### src/rtl/eyeriss_pkg.sv
// rtl/eyeriss_pkg.sv - shared constants for the processing-element datapath
package eyeriss_pkg;

    localparam int PE_DATA_WIDTH = 16;
    localparam int PE_FIFO_DEPTH = 8;

    // Encoding of a push/pop pair as seen by the occupancy counter.
    typedef enum logic [1:0] {
        FIFO_IDLE = 2'b00,
        FIFO_POP  = 2'b01,
        FIFO_PUSH = 2'b10,
        FIFO_BOTH = 2'b11
    } fifo_op_e;

endpackage

### src/rtl/pe_fifo_ctrl.sv
// rtl/pe_fifo_ctrl.sv - pointer, occupancy and full/empty tracking for pe_fifo
module pe_fifo_ctrl
    import eyeriss_pkg::*;
#(
    parameter int DEPTH = PE_FIFO_DEPTH
) (
    input  logic                       clk,
    input  logic                       rstn,
    input  logic                       flush,
    input  logic                       in_valid,
    input  logic                       out_ready,
    output logic                       push,
    output logic                       pop,
    output logic [$clog2(DEPTH)-1:0]   wr_ptr,
    output logic [$clog2(DEPTH)-1:0]   rd_ptr,
    output logic [$clog2(DEPTH):0]     count,
    output logic                       full,
    output logic                       empty
);

    localparam int AW = $clog2(DEPTH);
    localparam int CW = AW + 1;

    logic [AW-1:0] wr_ptr_q;
    logic [AW-1:0] rd_ptr_q;
    logic [CW-1:0] count_q;
    logic [CW-1:0] count_d;
    fifo_op_e      op;

    assign full  = (count_q == CW'(DEPTH));
    assign empty = (count_q == '0);

    // Acceptance looks only at our own state, so a full FIFO refuses a push
    // even when the head is leaving in the same cycle.
    assign push = in_valid && !full;
    assign pop  = out_ready && !empty;
    assign op   = fifo_op_e'({push, pop});

    always_comb begin
        count_d = count_q;
        unique case (op)
            FIFO_PUSH: count_d = count_q + CW'(1);
            FIFO_POP:  count_d = count_q - CW'(1);
            default:   count_d = count_q;
        endcase
    end

    // Pointers are exactly AW bits wide, so DEPTH-1 -> 0 wraps for free.
    always_ff @(posedge clk) begin
        if (!rstn || flush) begin
            wr_ptr_q <= '0;
            rd_ptr_q <= '0;
            count_q  <= '0;
        end else begin
            if (push) wr_ptr_q <= wr_ptr_q + AW'(1);
            if (pop)  rd_ptr_q <= rd_ptr_q + AW'(1);
            count_q <= count_d;
        end
    end

    assign wr_ptr = wr_ptr_q;
    assign rd_ptr = rd_ptr_q;
    assign count  = count_q;

endmodule

### src/rtl/pe_fifo.sv
// rtl/pe_fifo.sv - first-word-fall-through operand FIFO feeding a PE
module pe_fifo
    import eyeriss_pkg::*;
#(
    parameter int DATA_WIDTH = PE_DATA_WIDTH,
    parameter int DEPTH      = PE_FIFO_DEPTH
) (
    input  logic                       clk,
    input  logic                       rstn,
    input  logic                       flush,
    input  logic                       in_valid,
    output logic                       in_ready,
    input  logic [DATA_WIDTH-1:0]      in_data,
    output logic                       out_valid,
    input  logic                       out_ready,
    output logic [DATA_WIDTH-1:0]      out_data,
    output logic [$clog2(DEPTH):0]     count,
    output logic                       full,
    output logic                       empty
);

    localparam int AW = $clog2(DEPTH);

    logic                  push;
    logic                  pop;
    logic [AW-1:0]         wr_ptr;
    logic [AW-1:0]         rd_ptr;
    logic [DATA_WIDTH-1:0] mem [DEPTH];

    pe_fifo_ctrl #(
        .DEPTH (DEPTH)
    ) u_ctrl (
        .clk       (clk),
        .rstn      (rstn),
        .flush     (flush),
        .in_valid  (in_valid),
        .out_ready (out_ready),
        .push      (push),
        .pop       (pop),
        .wr_ptr    (wr_ptr),
        .rd_ptr    (rd_ptr),
        .count     (count),
        .full      (full),
        .empty     (empty)
    );

    // Storage carries no reset; validity is tracked entirely by the pointers.
    always_ff @(posedge clk) begin
        if (push) mem[wr_ptr] <= in_data;
    end

    assign out_data  = mem[rd_ptr];
    assign out_valid = !empty;
    assign in_ready  = !full;

endmodule

### config.mk
export PLATFORM = sky130hd
export DESIGN_NAME = pe_fifo
export DESIGN_NICKNAME = d
export VERILOG_FILES = /design/src/rtl/eyeriss_pkg.sv /design/src/rtl/pe_fifo_ctrl.sv /design/src/rtl/pe_fifo.sv
export SDC_FILE = /design/constraint.sdc
export NUM_CORES = 1
export LEC_CHECK = 0
export ABC_AREA = 1
export BUFFER_PORTS_ARGS = -buffer_cell sky130_fd_sc_hd__buf_4
export CORE_ASPECT_RATIO = 1.4
export CORE_MARGIN = 3
export CORE_UTILIZATION = 40
export CTS_CLUSTER_DIAMETER = 100
export DETAILED_ROUTE_END_ITERATION = 16
export PLACE_DENSITY = 0.66
export SYNTH_ARGS = -nofsm -noshare
export SYNTH_HDL_FRONTEND = slang
export SYNTH_HIERARCHICAL = 1
export SYNTH_SLANG_ARGS = --single-unit
### constraint.sdc
create_clock -name clk -period 5.5 [get_ports clk]
set_clock_uncertainty 0.1 [all_clocks]
set_input_delay 0.275 -clock clk [delete_from_list [all_inputs] [get_ports clk]]
set_output_delay 0.275 -clock clk [all_outputs]
set_load 0.02 [all_outputs]
==> metrics.md, run 1 <==
| Metric | Value |
|---|---|
| RePlAce Congestion | 0.7908 |
| Global route overflow | 0 |
| Achievable Freq | 389.1 MHz |
| Design Power | 2.666 mW |
| Endpoints failing setup | 0 |
| LEAKAGE | 3.472 nW |
| Pwr per Cell Area | 354.2 nW/um2 |
| Final period util | 46.72% |
| Via count | 4330 |
| Final Hold Viols | 0 |
| ANT nets after route | 0 |
| Wire length on met1 | 5574 um |
| Post-CTS Setup Bufs | 0 |
| Largest fanout on the critical path | 64 |
| Pint | 2.075 mW |
| CTS tree | done |
| Sw power | 591.0 uW |
| Slew margin rel. | 24.27% |
| Inserted Clock Buffers | 17 |
| Hold Buf Count CTS | 11 |
| Logic pwr share | 11.1% |
| Die footprint | 17340 um2 |
| Post-DP HPWL | 7539 um |
| Layout cells sized above 1 | 13.27% |
| Cells after Synth | 656 |
| CP Launch Point | u_ctrl/rd_ptr[0] |
| RSZ-0062 raised after global routing | false |
| Initial antenna violation count | 0 |
| Setup TNS | 0 ns |
| Adder-Cell Fraction of Synth Area | 1.308% |
| 1st-pass router iterations | 5 |
| First-pass GRT wire length | 21310 um |
| Final wirelength | 13160 um |
| CP Cell Sequence | inv_2, nand2_1, nand3_1, nand2_1, nand2_1, nand2_1, buf_4 |
| Sw frac | 22.17% |
| Syn avg cell area | 9.621 um2 |
| Critical path class | flop to output port |
| Sequential share of the synthesized area | 64.08% |
| Number of distinct library cells after synthesis | 25 |
| Tmin final | 2.570 ns |
| Crit path largest cell delay | 0.79 ns |
| Met3 routed wirelength | 660 um |
| Avg WL per Cell | 14.25 um |
| Clock-pin slew on the worst setup and hold paths | 0.06 ns |
| P&R area growth vs syn | 19.29% |
| Top sig layer | met4 |
| Worst hold path type | input pin to flop |
| Clock latency on the worst-skew pair | 0.40 ns |
| Clock Sink Count | 138 |
| H-tree levels | 4 |
| Total GRT Usage | 15.74% |
| XOR/XNOR Fraction of Synth Area | 0.2776% |
| Post-synthesis compound-gate area fraction | 1.090% |
| # rows | 53 |
| Die Height | 154.6 um |
| Register bit total from synthesis | 138 |
| Mux cell area share after synthesis | 0% |
| Core ar. | 15250 um2 |
| Worst r2r src | u_ctrl/count[1] |
| I/O pins | 45 |
| Clk pwr share | 44.6% |
| Vias per cell | 4.691 |
| Worst path most repeated cell | nand2_1 |
| Vias in the first global route | 4232 |
| Initial core utilization | 41.38% |
| Antenna cell count | 0 |
| Startpoint Class | flop |
| Commonest non-fill, non-tap cell in the layout | nand2_1 |
| Worst-Margin Slew | 1.136 ns |
| Critical Path AT | 2.19 ns |
| CTS Root Cell | clkbuf_16 |
| Post_cts resized | 0 |
| Syn Nets | 683 |
| IO Port Bufs | 44 |
| Most frequent cells in the layout | nand2_1 (226), inv_1 (151), edfxtp_1 (128), nand3_1 (68), buf_4 (56) |
| Yosys warnings | 6 |
| Drc violations | 0 |
| WP data required | 5.12 ns |
| Max Cap Viol | 0 |
| Peak supply drop | 193.8 uV |
| Initial drt markers | 264 |
| Crit-path slowest cell | inv_2 |
| CP Capture Type | output port |
| Cell Area, Synth | 6311 um2 |
| Clock tree buffer depth | 2 |
| Pin count of the biggest net entering global routing | 68 |
| Sequential share of power | 44.3% |
| Simple-gate share of the synthesized area | 21.31% |
| Routed wl met2 | 6602 um |
| Die width | 112.2 um |
| Outcome | finished clean |
| Hold Path Origin | in_data[6] |
| Largest family of logic cells by synthesized area | simple AND/OR/NAND/NOR gates |
| Slew Viols, Final | 0 |
| Layout net count | 746 |
synth_stat cells, drive strengths merged:
cell type | instances | area [um2]
dfxtp | 10 | 200.2
a21oi | 6 | 33.78
xor2 | 1 | 8.760
edfxtp | 128 | 3844
nand2 | 229 | 872.1
fa | 1 | 20.02
inv | 155 | 584.3
xnor2 | 1 | 8.760
buf | 23 | 168.9
nor2 | 19 | 106.4
nand3 | 70 | 360.3
ha | 5 | 62.56
o21ai | 7 | 35.03
or2 | 1 | 6.260
cell families after synthesis:
| logic type | after synthesis |
|---|---|
| buf+inv | 178 |
| xor+xnor | 2 |
| fa+ha+maj | 6 |
| compound gates | 13 |
| simple gates | 319 |
| flops | 138 |
routing by layer:
layer,GRT usage [%],up-vias
met2,26.68,136
li1,-,2150
met3,4.070,26
met5,0,-
met1,18.78,2018
met4,7.045,0
cell type report:
type / instances / area [um2]
fillers: 1350 / 7724
flip-flops and latches: 138 / 4045
multi-input cells: 340 / 1514
inverters: 155 / 584.3
repair buffers: 67 / 530.5
clock buffers: 21 / 440.4
well taps: 192 / 240.2
clock inverters: 10 / 173.9
power by group through the flow:
stage	logic [mW]	registers, mW	clock network, mW
floorplan	0.183	1.21	0
global route	0.330	1.18	1.25
detailed placement	0.290	1.20	0
finish	0.295	1.18	1.19
global placement	0.284	1.20	0
CTS	0.299	1.18	1.20
path summary, 6_finish.rpt:
kind                                         end  slack (ns)  cells past startpoint
worst min register to register  u_ctrl/wr_ptr[2]        0.46                      2
worst max-delay path                 out_data[5]        2.93                      7
worst max register to register         mem[7][7]        3.35                      7
worst min-delay path                   mem[6][6]        0.01                      1
state kept, by name, summed over array words and instances (netlist names):
register,flops
mem,128
u_ctrl/count,4
u_ctrl/rd_ptr,3
u_ctrl/wr_ptr,3
critical path, delay by kind of cell, from the launching register on:
kind          cells  cell delay [ns]
flops             1             0.32
buf+inv           2             0.95
simple gates      5             0.47
metrics by stage:
step | worst slack [ns] | util [%] | hold WS, ns | cell area (um2) | instances
finish | 2.930 | 49.36 | 0.01197 | 7528 | 923
global route | 2.781 | 49.36 | 0.006084 | 7528 | 923
CTS | 2.878 | 49.36 | 0.001649 | 7528 | 923
detailed placement | 3.346 | 44.61 | 0.4202 | 6804 | 881
global placement | 3.399 | 44.61 | 0.4150 | 6804 | 881
floorplan | 3.341 | - | 0.2739 | 6311 | 656
Power figures use the tool's default switching activity.
==> inputs of run 2 (changes only) <==
Settings changed: ABC_AREA 1 to 0.
Clock period 5.5 ns to 2.4 ns, I/O delays scaled along.
==> metrics.md, run 2 <==
| Metric | Value |
|---|---|
| CP Capture Type | flop |
| Global route overflow | 0 |
| R2r endpoint | u_ctrl/count[3] |
| Largest fanout on the critical path | 6 |
| RePlAce Congestion | 0.7012 |
| Syn avg cell area | 21.22 um2 |
| Reg2reg path depth | 8 |
| Asr flop ratio synth | 0% |
| Clock latency on the worst-skew pair | 0.40 ns |
| Antenna cell count | 0 |
| WP data required | 2.59 ns |
| Layout net count | 374 |
| Cells after Synth | 261 |
| Clock Sink Count | 138 |
| Worst slack, placed | -0.05221 ns |
| Drc violations | 0 |
| P&R area growth vs syn | 25.91% |
| R2r setup slk | 0.13 ns |
| Vias in the first global route | 2888 |
| IO Port Bufs | 44 |
| Post-synth top area cell | edfxtp_1 |
| Die Height | 145.2 um |
| Sequential share of the synthesized area | 73.01% |
| Clock tree buffer depth | 2 |
| Layout Utilization | 51.85% |
| Final wirelength | 9939 um |
| Initial core utilization | 41.18% |
| Final Hold Viols | 0 |
| Vias per cell | 5.048 |
| LEAKAGE | 2.399 nW |
| Worst hold path type | input pin to flop |
| Setup slack after layout | 0.1294 ns |
| Total GRT Usage | 13.89% |
| Slew margin rel. | 49.87% |
| Hold Path Origin | rstn |
| Design Power | 5.478 mW |
| Via count | 2731 |
| H-tree levels | 4 |
| Multi-input combinational cell area | 1423 um2 |
| Syn Nets | 288 |
| Endpoints failing setup | 0 |
| Post-DP HPWL | 6211 um |
| Yosys warnings | 6 |
| Pwr per Cell Area | 785.4 nW/um2 |
| # rows | 50 |
| I/O pins | 45 |
| Core ar. | 13450 um2 |
| CTS tree | done |
| Final period util | 94.61% |
| Sequential cell area | 4046 um2 |
| Outcome | finished clean |
| ANT nets after route | 0 |
| Cell area after placement | 6186 um2 |
| Critical Path AT | 2.46 ns |
| Cell Area, Synth | 5539 um2 |
| Worst-Margin Slew | 0.7492 ns |
| Initial antenna violation count | 0 |
| Critical path class | flop to flop |
| Worst Hold End | u_ctrl/wr_ptr[2] |
| Die footprint | 15320 um2 |
| Largest Register | mem |
| Register bit total from synthesis | 138 |
| Die width | 105.5 um |
| 1st-pass router iterations | 4 |
| Most frequent cells in the layout | edfxtp_1 (128), buf_4 (58), mux4_1 (28) |
| Final Cell Area | 6974 um2 |
| Initial drt markers | 160 |
| First-pass GRT wire length | 15800 um |
| Hold path depth | 3 |
| Commonest non-fill, non-tap cell in the layout | edfxtp_1 |
| Peak supply drop | 406.2 uV |
| Most frequent cell after synthesis | edfxtp_1 |
| Synth top cells by count | edfxtp_1 (128), mux4_1 (28), nor2_1 (17), mux2_2 (16), dfxtp_1 (10) |
| Tmin final | 2.271 ns |
| CTS Root Cell | clkbuf_16 |
| Inserted Clock Buffers | 17 |
| Max Cap Viol | 0 |
| Synth area leaders | edfxtp_1 (69%), mux4_1 (13%), dfxtp_1 (3.6%) |
| Fillers | 1053 |
| Startpoint Class | flop |
| Main synth FF type | edfxtp_1 |
| Worst r2r src | u_ctrl/count[1] |
| Achievable Freq | 440.4 MHz |
| Number of distinct library cells after synthesis | 31 |
| Avg WL per Cell | 18.37 um |
| Clock-pin slew on the worst setup and hold paths | 0.06 ns |
| Slew Viols, Final | 0 |
| Pin count of the biggest net entering global routing | 35 |
| Yosys top cell area share | 69.39% |
| Largest register FFs | 128 |
| RSZ-0062 raised after global routing | false |
| Number of flops mapped to enable cells by yosys | 128 |
| Layout cells sized above 1 | 33.15% |
## run 2: cell count changes after synthesis, moves of 12 or more
cell / delta
nand2_1: -221
mux4_1: +28
inv_1: -143
buf_2: -12
mux2_2: +16
nand3_1: -66
## run 2: kinds of logic after synthesis
kind of cell,after synthesis,share of synthesized area (%)
DFF,138,73.01
xor gates and xnor gates,6,0.9487
AOI/OAI and AO/OA,8,0.9939
buffers and inverters,19,1.988
muxes,49,18.34
and+or+nand+nor,35,3.230
adders and majority gates,6,1.491
## run 2: how the worst max path moves through the flow
| stage | endpoint | cells past startpoint | slack (ns) | startpoint |
|---|---|---|---|---|
| final | u_ctrl/count[3] | 8 | 0.13 | u_ctrl/count[1] |
| after global routing | u_ctrl/count[3] | 8 | 0.01 | u_ctrl/count[2] |
| after CTS | u_ctrl/count[3] | 8 | 0.03 | u_ctrl/count[2] |
| after detailed placement | u_ctrl/count[3] | 8 | -0.05 | u_ctrl/count[2] |
| after global placement | u_ctrl/count[2] | 9 | 0.1 | u_ctrl/count[2] |
| after floorplan | u_ctrl/count[3] | 8 | 0.09 | u_ctrl/count[3] |
## run 2: timing repair
action / in CTS / in global routing
hold endpoints to repair: 131 / 0
hold buffers: 17 / 0
gates resized for setup: 2 / 5
setup buffers: 0 / 1
pin swaps: 0 / 4
endpoints found under the setup margin: 1 / 3
## run 2: routing by layer
metal	vias up	track usage (%)	share of wire, %
li1	1256	-	-
met1	1412	16.51	41
met2	50	23.72	54
met3	13	4.495	3.8
met4	0	4.531	1.4
met5	-	0	0
## run 2: final cells by class
type	instances	area share, %
clock inverters	14	2.243
flip-flops and latches	138	58.02
well taps	182	3.265
clock buffers	17	6.100
inverters	8	0.4306
multi-input cells	104	20.40
repair buffers	78	9.544
## run 2: metrics by stage
stage / setup TNS [ns] / std cells / hold slack (ns)
after detailed placement: -0.05221 / 492 / 0.2561
after global routing: 0 / 541 / 0.1724
after CTS: 0 / 540 / 0.1001
after global placement: 0 / 492 / 0.2507
after floorplan: 0 / 261 / 0.1189
final: 0 / 541 / 0.1465
## run 2: power breakdown
group          switching, mW  internal [mW]  total, mW
Clock                  0.905           1.61       2.52
Sequential            0.0102           2.66       2.67
Combinational          0.146          0.144      0.290
Total                   1.06           4.42       5.48
## run 2: worst max-delay path, stage by stage, from the launching register on
cell and delay, ns:
dfxtp_1 0.32, buf_4 0.16, o41a_1 0.45, ha_4 0.22, ha_1 0.35, nand3_1 0.13
and4b_1 0.23, o21ai_1 0.13, o31ai_1 0.08
